### config.mk
export PLATFORM = sky130hd
export DESIGN_NAME = craps_game_ctrl
export DESIGN_NICKNAME = d
export VERILOG_FILES = /design/src/rtl/craps_game_ctrl.sv
export SDC_FILE = /design/constraint.sdc
export NUM_CORES = 1
export LEC_CHECK = 0
export CAP_MARGIN = 0
export CORE_MARGIN = 5
export CORE_UTILIZATION = 41
export CTS_CLUSTER_DIAMETER = 40
export CTS_CLUSTER_SIZE = 14
export DETAILED_ROUTE_END_ITERATION = 6
export PLACE_DENSITY = 0.83
export SLEW_MARGIN = 40
export SYNTH_ARGS = -nofsm -noshare
export SYNTH_HDL_FRONTEND = slang
export SYNTH_SLANG_ARGS = --single-unit
### constraint.sdc
create_clock -name clk -period 1.8 [get_ports clk]
set_input_delay 0.18 -clock clk [delete_from_list [all_inputs] [get_ports clk]]
set_output_delay 0.18 -clock clk [all_outputs]
set_load 0.02 [all_outputs]
### src/rtl/craps_game_ctrl.sv
// craps_game_ctrl
//   Sequences one craps game around the dice datapath. The roll button gates
//   the dice counters. The first roll is judged from the decoder flags. Later
//   rolls are compared against the stored point. The win/lose result holds
//   until new_game is requested.
//
// Ports
//   clk, rst_n          clock, asynchronous active-low reset
//   rb                  roll button (debounced upstream), high = rolling
//   new_game            synchronous clear of the result, starts a new game
//   sum, d7, d711, d2312  dice sum and decoder flags, sampled in EVAL states
//   roll_en             enables the dice counters (Moore)
//   win, lose           held game result (Moore)
//   point, point_valid  stored point and its valid flag
//   roll_cnt            completed valid rolls this game, saturating
//   err                 one-cycle pulse when the sum is out of 2..12 at evaluation
module craps_game_ctrl #(
  parameter int SUM_W = 4,
  parameter int CNT_W = 4
) (
  input  logic             clk,
  input  logic             rst_n,
  input  logic             rb,
  input  logic             new_game,
  input  logic [SUM_W-1:0] sum,
  input  logic             d7,
  input  logic             d711,
  input  logic             d2312,
  output logic             roll_en,
  output logic             win,
  output logic             lose,
  output logic [SUM_W-1:0] point,
  output logic             point_valid,
  output logic [CNT_W-1:0] roll_cnt,
  output logic             err
);

  localparam logic [2:0] S_FIRST      = 3'd0;
  localparam logic [2:0] S_FIRST_ROLL = 3'd1;
  localparam logic [2:0] S_FIRST_EVAL = 3'd2;
  localparam logic [2:0] S_POINT      = 3'd3;
  localparam logic [2:0] S_POINT_ROLL = 3'd4;
  localparam logic [2:0] S_POINT_EVAL = 3'd5;
  localparam logic [2:0] S_WIN        = 3'd6;
  localparam logic [2:0] S_LOSE       = 3'd7;

  localparam logic [SUM_W-1:0] SUM_MIN = SUM_W'(2);
  localparam logic [SUM_W-1:0] SUM_MAX = SUM_W'(12);

  logic [2:0] state, state_d;
  logic       sum_ok;

  assign sum_ok = (sum >= SUM_MIN) && (sum <= SUM_MAX);

  always_comb begin
    state_d = state;
    case (state)
      S_FIRST:      if (rb)  state_d = S_FIRST_ROLL;
      S_FIRST_ROLL: if (!rb) state_d = S_FIRST_EVAL;
      S_FIRST_EVAL: begin
        if (!sum_ok)    state_d = S_FIRST;
        else if (d711)  state_d = S_WIN;
        else if (d2312) state_d = S_LOSE;
        else            state_d = S_POINT;
      end
      S_POINT:      if (rb)  state_d = S_POINT_ROLL;
      S_POINT_ROLL: if (!rb) state_d = S_POINT_EVAL;
      S_POINT_EVAL: begin
        // A point is never 7, so sum==point and d7 are mutually exclusive.
        if (!sum_ok)            state_d = S_POINT;
        else if (sum == point)  state_d = S_WIN;
        else if (d7)            state_d = S_LOSE;
        else                    state_d = S_POINT;
      end
      default: state_d = state; // WIN/LOSE hold until new_game
    endcase
  end

  always_ff @(posedge clk or negedge rst_n) begin
    if (!rst_n) begin
      state       <= S_FIRST;
      point       <= '0;
      point_valid <= 1'b0;
      roll_cnt    <= '0;
      err         <= 1'b0;
    end else if (new_game) begin
      state       <= S_FIRST;
      point       <= '0;
      point_valid <= 1'b0;
      roll_cnt    <= '0;
      err         <= 1'b0;
    end else begin
      state <= state_d;
      err   <= 1'b0;
      if (state == S_FIRST_EVAL || state == S_POINT_EVAL) begin
        if (!sum_ok) begin
          err <= 1'b1;
        end else begin
          if (roll_cnt != '1) roll_cnt <= roll_cnt + 1'b1;
          if (state == S_FIRST_EVAL && !d711 && !d2312) begin
            point       <= sum;
            point_valid <= 1'b1;
          end
        end
      end
    end
  end

  // Moore outputs: roll_en stays high through the cycle rb is seen low, so
  // the dice take one last step on the edge into EVAL.
  assign roll_en = (state == S_FIRST_ROLL) || (state == S_POINT_ROLL);
  assign win     = (state == S_WIN);
  assign lose    = (state == S_LOSE);

endmodule

==> metrics.yaml <==
clocking:
  tritoncts: "done"
  cts.path.max_buffers: 2
  htreeDepth: 1
  clkSinkCount: 13
  count_of_hold_buffers_inserted_by_post_cts_repair: 0
  worst_skew_pair.late_latency_ns: 0.28
  path_clk_slew_ns: 0.08
  tritoncts_buffer_count: 3
  ctsRootBufferMaster: "clkbuf_4"
grt:
  grt_util_all_layers: 0.184
  via_count_of_the_first_global_routing_pass: 888
  grt_max_degree: 14
  grt_antenna_before_repair: 0
  total_overflow_reported_by_the_global_router: 0
  grt_first_pass_wirelength_um: 3850
synth:
  ys_top_cells_by_area: "dfrtp_1, xnor2_1, nor2_1, mux2i_1, a21oi_1"
  synth_edf_count: 0
  yosysTopAreaCellShare: 0.390
  largest_family_of_logic_cells_by_synthesized_area: "simple AND/OR/NAND/NOR gates"
  synth_commonest_cells: "dfrtp_1, nor2_1, a21oi_1, xnor2_1"
  synth.yosys.seq_area_share: 0.390
  postSynthNetCount: 101
  synth-seq-cells: 13
  share_of_synthesized_cell_area_in_and_or_nand_and_nor_gates: 0.267
  synth.cell_area_um2: 835
  synth-adder-area-share: 0.0150
  synth_mux_area_frac: 0.0480
  yosys_warnings: 0
  synth_area_per_cell_um2: 9.38
  synth_xor_area_frac: 0.0735
  async_reset_ff_frac: 1.00
  synth-main-ff-cell: "dfrtp_1"
  ys_types: 37
  largest_area_contributor_in_the_synthesized_netlist: "dfrtp_1"
  postSynthCellCount: 89
  compound_cell_area_share_of_the_yosys_netlist: 0.174
placed_design:
  hpwl_um: 1820
  place.gp.congestion: 0.793
  place_inst: 149
  place.port_buffers: 23
finish:
  final_cells: 153
  utilization: 0.631
  drive_gt1_frac: 0.183
  antenna_cells_inserted: 0
  flow.area_growth_from_synthesis_pct: 46.9
  num-nets-final: 139
  fillerInstances: 175
drt:
  post_drt_wl_per_cell_um: 15.0
  vias: 832
  final_antenna_net_count: 0
  viasPerCell: 5.44
  totalWireLength_um: 2300
  drt_iter0_markers: 5
  drc_errors: 0
  first_pass_iters: 4
floorplan:
  placementRows: 16
  die_area_mm2: 0.00304
  dieHeight_um: 55.1
  area_of_the_placeable_core_mm2: 0.00194
  floorplan.die.width_um: 55.1
  effective_utilization_at_floorplan: 0.430
  num_io_pins: 24
setup_path:
  worst-endpoint-required_ns: 2.00
  r2r_depth: 5
  worst_setup_path_start_kind: "flip-flop"
  timing.setup.critical_path_class: "flip-flop to flip-flop"
  worst-endpoint-arrival_ns: 1.89
  crit_path_max_fanout: 12
  setup.worst_path.end_class: "flip-flop"
job:
  maxCapViolCount: 0
timing:
  slew_hr: 0.602
  hold_slack_ns: 0.269
  finalHoldViolCount: 0
  setup_violations: 0
  timing_worst_slew_pin_value_ns: 0.595
  timing.clock.skew_ns: 0.00269
  min_period_ns: 1.68
  max_clock_freq_ghz: 0.594
  report.final.slew_viol_count: 0
  period_share: 0.935
power:
  finalPower_mw: 0.698
  p_leak_nw: 0.519
  p_per_area_mw_per_mm2: 569
  peakVddDrop_uv: 494
worst_hold_path:
  min-delay-path-class: "primary input to async pin"
status:
  run_status: "finished clean"
state kept, by name (all words and copies together) (netlist names):
name	count
state	3
err	1
point_valid	1
roll_cnt	4
point	4
worst paths after layout:
path	start	to	slack, ns
setup / recovery	state[0]$_DFFE_PN0P_	roll_cnt[3]$_DFFE_PN0P_	0.12
hold / removal	rst_n	state[2]$_DFFE_PN0P_	0.27
setup reg to reg	state[0]$_DFFE_PN0P_	roll_cnt[3]$_DFFE_PN0P_	0.12
hold reg to reg	point_valid$_DFFE_PN0P_	point_valid$_DFFE_PN0P_	0.51
max in group asynchronous	rst_n	point[1]$_DFFE_PN0P_	1.14
min in group clk	point_valid$_DFFE_PN0P_	point_valid$_DFFE_PN0P_	0.51
cell usage in the layout, fill, tap and decap left out, types with 2 or more instances in the layout:
cell / n
buf_4: 15
nor3_1: 2
clkdlybuf4s50_1: 20
nor2_1: 13
inv_1: 2
or4_1: 2
and3_1: 2
a211oi_1: 2
xnor2_1: 6
o21ai_0: 4
dfrtp_1: 13
a21oi_1: 6
dlygate4sd2_1: 2
nand3_1: 3
clkbuf_4: 3
mux2i_1: 4
o31ai_1: 2
nand2b_1: 2
per-layer routing:
metal / GRT usage / vias up / part of all wire
li1: - / 400 / -
met3: 0.0456 / 10 / 0.033
met5: 0 / - / 0
met4: 0.142 / 0 / 0.049
met1: 0.185 / 392 / 0.38
met2: 0.323 / 30 / 0.54
metrics by stage:
stage,setup TNS [ns],cell area (µm²),setup slack [ns]
finish,0,1230,0.118
global route,-0.00869,1230,-0.00869
CTS,0,1210,0.00289
detailed placement,-0.928,1190,-0.164
global placement,-0.443,1190,-0.0699
floorplan,0,835,0.147
final cells by class:
type	count	area (µm²)	share of cell area
flip-flops and latches	13	325	0.265
inverters	2	7.51	0.00612
repair buffers	38	343	0.280
multi-input cells	69	490	0.400
clock buffers	4	26.3	0.0214
well taps	27	33.8	0.0276
worst max-delay path, stage by stage (launching register included):
cell,delay [ns]
dfrtp_1,0.39
buf_4,0.18
nor3b_2,0.22
o21ai_0,0.16
or4_1,0.49
a21oi_1,0.17
where the power goes:
group          switching [mW]  internal [mW]  total [mW]
combinational           0.103          0.100       0.203
sequential            0.00899          0.302       0.311
clock                  0.0980         0.0861       0.184
cells by family (layout without fill, tap and decap cells):
group	count (synthesis)	after routing
xor gates and xnor gates	7	7
and+or+nand+nor	37	37
buffers and inverters	7	44
adders and majority gates	1	1
muxes	4	4
AOI/OAI and AO/OA	20	20
DFF	13	13
timing repair:
item	4_1_cts	5_1_grt
setup buffers	0	0
gates resized for setup	2	3
setup endpoints to repair	2	5
No activity file was read; power rests on OpenSTA's default activity.
